$ cat src/rtl/axi_rd_rr_arbiter.sv
// Round-robin arbiter sharing one AXI4 read port (AR + R) between NUM_MST
// requesters, one burst in flight at a time. The winning AR is registered and
// issued downstream. R beats are steered back to the owner until RLAST.
// RLAST position and RID are checked, and any violation latches prot_err.
module axi_rd_rr_arbiter #(
  parameter int NUM_MST    = 2,
  parameter int ADDR_WIDTH = 32,
  parameter int DATA_WIDTH = 32,
  parameter int ID_WIDTH   = 4,
  parameter int LEN_WIDTH  = 8
) (
  input  logic                            ACLK,
  input  logic                            ARESET,
  input  logic [NUM_MST*ADDR_WIDTH-1:0]   s_araddr,
  input  logic [NUM_MST*LEN_WIDTH-1:0]    s_arlen,
  input  logic [NUM_MST*3-1:0]            s_arsize,
  input  logic [NUM_MST*2-1:0]            s_arburst,
  input  logic [NUM_MST*ID_WIDTH-1:0]     s_arid,
  input  logic [NUM_MST-1:0]              s_arvalid,
  output logic [NUM_MST-1:0]              s_arready,
  output logic [DATA_WIDTH-1:0]           s_rdata,
  output logic [1:0]                      s_rresp,
  output logic                            s_rlast,
  output logic [ID_WIDTH-1:0]             s_rid,
  output logic [NUM_MST-1:0]              s_rvalid,
  input  logic [NUM_MST-1:0]              s_rready,
  output logic [ADDR_WIDTH-1:0]           m_araddr,
  output logic [LEN_WIDTH-1:0]            m_arlen,
  output logic [2:0]                      m_arsize,
  output logic [1:0]                      m_arburst,
  output logic [ID_WIDTH-1:0]             m_arid,
  output logic                            m_arlock,
  output logic [3:0]                      m_arcache,
  output logic [2:0]                      m_arprot,
  output logic [3:0]                      m_arqos,
  output logic                            m_arvalid,
  input  logic                            m_arready,
  input  logic [DATA_WIDTH-1:0]           m_rdata,
  input  logic [1:0]                      m_rresp,
  input  logic                            m_rlast,
  input  logic [ID_WIDTH-1:0]             m_rid,
  input  logic                            m_rvalid,
  output logic                            m_rready,
  output logic [$clog2(NUM_MST)-1:0]      grant_idx,
  output logic                            busy,
  output logic                            prot_err
);

  localparam int IDX_W = $clog2(NUM_MST);

  typedef enum logic [1:0] {IDLE = 2'd0, ADDR = 2'd1, DATA = 2'd2} state_t;

  state_t              state, state_nxt;
  logic [IDX_W-1:0]    rr_ptr;
  logic [IDX_W-1:0]    winner;
  logic [IDX_W-1:0]    cand;
  logic                found;
  logic [LEN_WIDTH:0]  beat_cnt;
  logic                r_hs;
  logic                r_err;

  assign m_arlock  = 1'b0;
  assign m_arcache = 4'b0011;
  assign m_arprot  = '0;
  assign m_arqos   = '0;

  assign s_rdata = m_rdata;
  assign s_rresp = m_rresp;
  assign s_rlast = m_rlast;
  assign s_rid   = m_rid;

  assign busy  = (state != IDLE);
  assign r_hs  = (state == DATA) && m_rvalid && m_rready;
  assign r_err = (m_rlast != (beat_cnt == {1'b0, m_arlen})) || (m_rid != m_arid);

  // Round-robin search: first valid requester at or after rr_ptr, wrapping.
  always_comb begin
    winner = '0;
    found  = 1'b0;
    cand   = '0;
    for (int unsigned k = 0; k < NUM_MST; k++) begin
      cand = IDX_W'((32'(rr_ptr) + k) % NUM_MST);
      if (!found && s_arvalid[cand]) begin
        found  = 1'b1;
        winner = cand;
      end
    end
  end

  // Next-state and handshake outputs; everything is held off during reset.
  always_comb begin
    state_nxt = state;
    s_arready = '0;
    s_rvalid  = '0;
    m_arvalid = 1'b0;
    m_rready  = 1'b0;
    if (!ARESET) begin
      case (state)
        IDLE: begin
          if (found) begin
            s_arready[winner] = 1'b1;
            state_nxt         = ADDR;
          end
        end
        ADDR: begin
          m_arvalid = 1'b1;
          if (m_arready) state_nxt = DATA;
        end
        DATA: begin
          s_rvalid[grant_idx] = m_rvalid;
          m_rready            = s_rready[grant_idx];
          if (m_rvalid && s_rready[grant_idx] && m_rlast) state_nxt = IDLE;
        end
        default: state_nxt = IDLE;
      endcase
    end
  end

  // State register.
  always_ff @(posedge ACLK) begin
    if (ARESET) state <= IDLE;
    else        state <= state_nxt;
  end

  // AR capture, round-robin pointer, beat counter and sticky error flag.
  always_ff @(posedge ACLK) begin
    if (ARESET) begin
      m_araddr  <= '0;
      m_arlen   <= '0;
      m_arsize  <= '0;
      m_arburst <= '0;
      m_arid    <= '0;
      grant_idx <= '0;
      rr_ptr    <= '0;
      beat_cnt  <= '0;
      prot_err  <= 1'b0;
    end else begin
      if (state == IDLE && found) begin
        m_araddr  <= s_araddr[winner*ADDR_WIDTH +: ADDR_WIDTH];
        m_arlen   <= s_arlen[winner*LEN_WIDTH +: LEN_WIDTH];
        m_arsize  <= s_arsize[winner*3 +: 3];
        m_arburst <= s_arburst[winner*2 +: 2];
        m_arid    <= s_arid[winner*ID_WIDTH +: ID_WIDTH];
        grant_idx <= winner;
        rr_ptr    <= (winner == IDX_W'(NUM_MST-1)) ? '0 : winner + 1'b1;
      end
      if (state == ADDR && m_arready) beat_cnt <= '0;
      if (r_hs) begin
        // Saturate rather than wrap when a slave never sends RLAST.
        if (beat_cnt != '1) beat_cnt <= beat_cnt + 1'b1;
        if (r_err) prot_err <= 1'b1;
      end
    end
  end

endmodule
$ cat config.mk
export PLATFORM = sky130hd
export DESIGN_NAME = axi_rd_rr_arbiter
export DESIGN_NICKNAME = d
export VERILOG_FILES = /design/src/rtl/axi_rd_rr_arbiter.sv
export SDC_FILE = /design/constraint.sdc
export NUM_CORES = 1
export LEC_CHECK = 0
export ABC_AREA = 1
export CAP_MARGIN = 40
export CORE_MARGIN = 2
export CORE_UTILIZATION = 35
export DETAILED_ROUTE_END_ITERATION = 12
export GPL_ROUTABILITY_DRIVEN = 0
export PLACE_DENSITY = 0.8
export SYNTH_ARGS = -nofsm -noshare
export SYNTH_HDL_FRONTEND = slang
export SYNTH_SLANG_ARGS = --single-unit
$ cat constraint.sdc
create_clock -name ACLK -period 2.2 [get_ports ACLK]
set_clock_uncertainty 0.1 [all_clocks]
set_input_delay 0.33 -clock ACLK [delete_from_list [all_inputs] [get_ports ACLK]]
set_output_delay 0.33 -clock ACLK [all_outputs]
set_load 0.005 [all_outputs]
==> results.py, run 1 <==
metrics = {
    "outcome": {
        "status": "complete, no violations",
    },
    "clock_tree": {
        "cts_hold_buf": 0,
        "cts_tree": "done",
        "cts-buffers-inserted": 9,
        "cts_sinks": 63,
        "clock_latency_ps": 340,
        "htreeDepth": 3,
        "cts-root-buf": "clkbuf_8",
        "clock_path_buffers": 2,
        "path_clk_slew_ps": 70,
    },
    "layout": {
        "final_cells": 789,
        "finalInstanceArea_um2": 5410,
        "syn_to_final_growth_pct": 50.9,
        "fillCellCount": 872,
        "nets": 798,
        "final_util_pct": 54.9,
        "drive_gt1_share_pct": 9.30,
        "antennaDiodeCount": 0,
    },
    "synth": {
        "ys_seq_area_share_pct": 35.1,
        "synth_most_common_cell": "nand2_1",
        "yosys.area_share.simple_pct": 30.5,
        "ys_ff_latch": 63,
        "synth_xor_area_share_pct": 1.22,
        "async_flop_share_pct": 0,
        "synthDistinctLibCells": 37,
        "synth_top_family_by_area": "simple AND/OR/NAND/NOR gates",
        "synth_top_area_share_pct": 35.1,
        "yosys.area_share.adder_pct": 0.697,
        "yosysTopAreaCell": "dfxtp_1",
        "ys_warn_count": 0,
        "postSynthAreaPerCell_um2": 7.01,
        "synthFlopType": "dfxtp_1",
        "yosys-top-cells-area": "dfxtp_1 (35%), nand3_1 (14%), nand2_1 (12%)",
        "synth_common_cells": "nand2_1 (110), nand3_1 (97), dfxtp_1 (63), inv_1 (56), buf_4 (51)",
        "synth_edf_count": 0,
        "synth.cell_area_um2": 3590,
        "synthMuxAreaShare_pct": 0,
        "syn_inst": 512,
        "synth_compound_gate_area_share_pct": 10.8,
    },
    "timing": {
        "rsz0062_at_grt": "no",
        "fmax_ghz": 0.486,
        "timing.final.crit_period_ps": 2060,
        "finalHoldViolations": 0,
        "worst_pin_slew_ps": 562,
        "fin_ws_ps": 143,
        "slew_headroom_pct": 62.6,
        "fin_crit_sh_pct": 93.5,
        "slew_viol_final": 0,
        "setup_viol": 0,
    },
    "setup_path": {
        "r2r_slack_ps": 230,
        "critical_path_arrival_ps": 1630,
        "reg2regPathDepth": 13,
        "crit_fanout": 6,
        "required_ps": 1770,
        "start_kind": "input pin",
        "rr_endpoint": "m_araddr[27]",
        "end_kind": "output port",
        "critPathKind": "in2out",
        "r2r-start": "rr_ptr",
    },
    "placement": {
        "post-place-ws_ps": -94.7,
        "dp_hpwl_mm": 8.73,
        "place_area_um2": 5110,
        "io_buffers": 173,
        "placed_cells": 765,
    },
    "worst_hold_path": {
        "hp-start": "prot_err",
        "whs_endpoint": "prot_err",
        "holdPathStages": 2,
        "min_path_type": "reg2reg",
    },
    "grt": {
        "globalRoute.totalOverflow": 0,
        "antenna_found_initial": 0,
        "grt_max_degree": 61,
        "grt_pass1_vias": 3683,
        "track_usage_pct": 19.9,
        "grt_pass1_wl_mm": 17.8,
    },
    "power_and_ir_drop": {
        "switching_power_uw": 997,
        "p_seq_share_pct": 40.0,
        "clkPwrFrac_pct": 31.4,
        "p_total_mw": 3.36,
        "internal_power_mw": 2.37,
        "p_per_area_nw_per_um2": 621,
        "p_sw_share_pct": 29.6,
        "ir_drop_uv": 303,
        "power_leakage_nw": 2.44,
        "p_comb_share_pct": 28.7,
    },
    "routing": {
        "drc": 0,
        "drt-total-wl_mm": 11.3,
        "viasPerCell": 4.83,
        "dr.pass1.iters": 4,
        "ant_nets": 0,
        "routedWlPerCell_um": 14.3,
        "num_vias": 3813,
        "drt_iter0_markers": 125,
    },
    "floorplan": {
        "start_util_pct": 36.4,
        "ios": 254,
        "die_w_um": 105,
        "coreArea_um2": 9860,
        "dieArea_um2": 11100,
        "dieHeight_um": 105,
        "rows": 36,
    },
    "run": {
        "max-cap-violations": 0,
    },
}
==> sequential cells by signal, indices dropped and copies added (netlist names) <==
name and count:
state 2, m_araddr 32, prot_err 1, m_arlen 8
m_arid 4, m_arsize 3, grant_idx 1, beat_cnt 9
rr_ptr 1, m_arburst 2
==> worst max-delay path, cell delays in order <==
cell and delay (ps):
clkdlybuf4s50_1 430, buf_4 190, nor2_1 160, clkdlybuf4s50_1 530
==> power groups by stage <==
stage | clock, mW | sequential [mW] | combinational [mW]
detailed placement | 0 | 1.37 | 0.947
finish | 1.06 | 1.34 | 0.965
CTS | 1.09 | 1.34 | 0.972
global placement | 0 | 1.36 | 0.934
global route | 1.14 | 1.36 | 1.06
floorplan | 0 | 1.36 | 0.460
==> cells in the final DEF (no fill, tap or decap), types with 3 or more instances in the layout <==
cell	count
o311ai_0	4
clkbuf_8	10
o21ai_0	9
nor3_1	4
o211ai_1	24
dlymetal6s2s_1	5
clkdlybuf4s50_1	166
nand2_2	3
dfxtp_1	61
xnor2_1	3
inv_2	3
conb_1	12
nor2_1	18
nand3_1	97
a21oi_1	13
nand2_1	109
inv_1	56
buf_4	23
==> kinds of logic (layout without fill, tap and decap cells) <==
logic type,Yosys count,after routing
AOI/OAI and AO/OA,58,58
xor gates and xnor gates,5,5
adders and majority gates,2,2
buffers and inverters,140,274
DFF,63,63
other,2,12
and+or+nand+nor,242,242
==> how the worst max path moves through the flow <==
| stage | start | to | slack [ps] | cells after the start |
|---|---|---|---|---|
| finish | ARESET | m_arvalid | 140 | 4 |
| global route | ARESET | m_arvalid | 70 | 4 |
| CTS | s_arvalid[0] | s_arready[1] | -40 | 8 |
| global placement | s_arvalid[0] | s_arready[0] | -80 | 7 |
| floorplan | beat_cnt[0] | beat_cnt[2] | 460 | 10 |
| detailed placement | s_arvalid[0] | s_arready[0] | -90 | 7 |
==> repair_timing <==
item	4_1_cts	5_1_grt
gates cloned	0	0
buffers inserted	9	0
endpoints found under the setup margin	1	29
pin swaps	2	1
gates resized for setup	6	8
==> through the flow <==
| stage | TNS (ps) | hold WS, ps |
|---|---|---|
| 2_1_floorplan | 0 | 340 |
| 3_3_place_gp | -78.1 | 348 |
| 3_5_place_dp | -94.7 | 355 |
| 4_1_cts | -40.2 | 366 |
| 5_1_grt | 0 | 363 |
| 6_report | 0 | 364 |
==> routing by layer <==
metal | track usage (%) | wire length, µm | vias up
met1 | 20.9 | 4370 | 1726
li1 | - | - | 1876
met3 | 6.18 | 924 | 26
met2 | 36.8 | 5750 | 185
met5 | 0 | 0 | -
met4 | 7.62 | 282 | 0
==> area by class of cell <==
cell class | count | area, µm² | share of cell area [%]
sequential | 63 | 1270 | 23.4
timing repair buffer | 196 | 1910 | 35.4
tap | 133 | 166 | 3.07
multi-input combinational | 319 | 1620 | 29.8
clock buffer | 10 | 138 | 2.54
clock inverter | 6 | 67.6 | 1.25
inverter | 62 | 246 | 4.55
Power figures use the tool's default switching activity.
==> run 2: changes to the inputs <==
--- a/config.mk
+++ b/config.mk
@@ -8,10 +8,11 @@
 export ABC_AREA = 1
 export CAP_MARGIN = 40
 export CORE_MARGIN = 2
-export CORE_UTILIZATION = 35
+export CORE_UTILIZATION = 40
 export DETAILED_ROUTE_END_ITERATION = 12
+export DONT_BUFFER_PORTS = 1
 export GPL_ROUTABILITY_DRIVEN = 0
-export PLACE_DENSITY = 0.8
+export PLACE_DENSITY = 0.53
 export SYNTH_ARGS = -nofsm -noshare
 export SYNTH_HDL_FRONTEND = slang
 export SYNTH_SLANG_ARGS = --single-unit
==> run 2 against run 1 <==
Net effect: die area is 12% lower; utilization is 13 points lower; flip-flop and latch count did not move; setup slack better by 49 ps; register-to-register slack got worse by 40 ps; non-clock buffer count decreased by 172.
==> results.py, run 2 (same netlist as run 1, synthesis figures left out) <==
metrics = {
    "outcome": {
        "status": "complete, no violations",
    },
    "routing": {
        "routedWlPerCell_um": 15.3,
        "viasPerCell": 5.19,
        "drt-met1-wl_mm": 3.81,
        "drt_iter0_markers": 82,
        "drt-total-wl_mm": 9.05,
        "wl_met3_um": 849,
        "num_vias": 3071,
        "dr.max_layer_used": "met4",
        "drc": 0,
        "dr.pass1.iters": 4,
        "met2WireLength_mm": 4.34,
        "ant_nets": 0,
    },
    "grt": {
        "grt_max_degree": 61,
        "antenna_found_initial": 0,
        "grt_pass1_vias": 2805,
        "grt_pass1_wl_mm": 14.0,
        "globalRoute.totalOverflow": 0,
        "track_usage_pct": 18.2,
    },
    "layout": {
        "largest_reg_flops": 32,
        "syn_to_final_growth_pct": 2.23,
        "reg.largest.list": "m_araddr: 32 flops, beat_cnt: 9 flops, m_arlen: 8 flops",
        "max_flop_register": "m_araddr",
        "drive_gt1_share_pct": 8.26,
        "final_cell_mix": "nand2_1 (110), nand3_1 (97), dfxtp_1 (63), inv_1 (56), o211ai_1 (24)",
        "final_common_cell": "nand2_1",
        "nets": 626,
        "antennaDiodeCount": 0,
    },
    "power_and_ir_drop": {
        "p_seq_share_pct": 47.6,
        "internal_power_mw": 2.01,
        "p_sw_share_pct": 30.2,
        "switching_power_uw": 867,
        "ir_drop_uv": 286,
        "p_total_mw": 2.88,
        "clkPwrFrac_pct": 35.0,
        "p_per_area_nw_per_um2": 784,
        "p_comb_share_pct": 17.4,
        "power_leakage_nw": 1.70,
    },
    "setup_path": {
        "critPathKind": "reg2reg",
        "crit_fanout": 20,
        "max_stage_delay_ps": 540,
        "critical_path.cell_chain": "nor2_2 -> o21ai_2 -> inv_2 -> nand2_1 -> nor2_2 -> buf_4 -> nand2_1 -> nand3_1 -> dlygate4sd3_1",
        "end_kind": "register",
        "required_ps": 2380,
        "start_kind": "register",
        "critical_path_arrival_ps": 2190,
        "cp_num_buf_inv": 3,
        "crit_slowest_cell": "dlygate4sd3_1",
        "critPathTopFamily": "buffers and inverters",
    },
    "placement": {
        "io_buffers": 0,
        "dp_hpwl_mm": 6.20,
        "post-place-ws_ps": 276,
    },
    "timing": {
        "rsz0062_at_grt": "no",
        "tns_ps": 0,
        "setup_viol": 0,
        "fin_ws_ps": 191,
        "slew_viol_final": 0,
        "timing.final.crit_period_ps": 2010,
        "finalHoldViolations": 0,
        "fmax_ghz": 0.498,
        "fin_crit_sh_pct": 91.3,
    },
    "clock_tree": {
        "path_clk_slew_ps": 70,
        "cts-buffers-inserted": 9,
        "cts_tree": "done",
        "htreeDepth": 3,
        "cts_sinks": 63,
        "cts-root-buf": "clkbuf_8",
        "clock_path_buffers": 2,
        "clock_latency_ps": 330,
    },
    "floorplan": {
        "die_w_um": 98.7,
        "dieHeight_um": 98.7,
        "coreArea_um2": 8720,
        "dieArea_um2": 9740,
        "start_util_pct": 41.1,
        "rows": 34,
        "ios": 254,
    },
    "run": {
        "max-cap-violations": 0,
    },
    "worst_hold_path": {
        "min_path_type": "in2reg",
    },
}
[run 2: changes by cell type in the layout (fill, tap and decap cells not counted), sizes merged]
cell	previous run	this run
buf	23	7
clkbuf	10	12
clkdlybuf4s50	166	0
clkinv	4	5
clkinvlp	2	0
dlygate4sd2	2	0
dlygate4sd3	0	17
dlymetal6s2s	5	0
inv	61	60
[run 2: worst register-to-register path: stages (launching register included)]
cell and delay (ps):
dfxtp_1 360, nor2_2 190, o21ai_2 100, inv_2 80, nand2_1 80, nor2_2 80, buf_4 260, nand2_1 100
nand3_1 80, dlygate4sd3_1 540
[run 2: power groups by stage]
stage	combinational, mW	clock [mW]	sequential (mW)
after floorplan	0.460	0	1.36
after global placement	0.457	0	1.40
after detailed placement	0.466	0	1.39
after CTS	0.501	1.05	1.37
after global routing	0.579	1.10	1.38
final	0.501	1.01	1.37
[run 2: area by class of cell]
type                            instances  area, µm²
Fill cell                             908       5050
Tap cell                              108        135
Multi-Input combinational cell        319       1600
Clock inverter                          4       45.0
Timing Repair Buffer                   24        235
Sequential cell                        63       1260
Inverter                               62        248
Clock buffer                           12        145
[run 2: worst paths after layout]
kind / cells past startpoint / end / start / slack (ps)
setup / recovery: 9 / m_araddr[5] / state[1] / 190
hold / removal: 1 / m_arlen[3] / ARESET / 30
setup reg to reg: 9 / m_araddr[5] / state[1] / 190
hold reg to reg: 2 / beat_cnt[7] / beat_cnt[7] / 370
[run 2: repair_timing]
| action | CTS | global route |
|---|---|---|
| setup endpoints to repair | 0 | 5 |
| resized for setup | 0 | 1 |
| setup buffers | 0 | 2 |
| hold endpoints to repair | 18 | 0 |
| hold buffers | 17 | 0 |
[run 2: per-layer routing]
| layer | global-route usage [%] | vias to the layer above |
|---|---|---|
| met5 | 0 | - |
| met4 | 4.21 | 0 |
| met3 | 7.87 | 4 |
| met2 | 31.3 | 159 |
| met1 | 20.9 | 1370 |
| li1 | - | 1538 |
[run 2: through the flow]
step	hold WS, ps	area (µm²)	instances	utilization, %
final	26.0	3670	592	42.1
after global routing	9.15	3670	592	42.1
after CTS	0.743	3650	590	41.9
after detailed placement	308	3290	557	37.7
after global placement	307	3290	557	37.7
after floorplan	340	3630	522	-
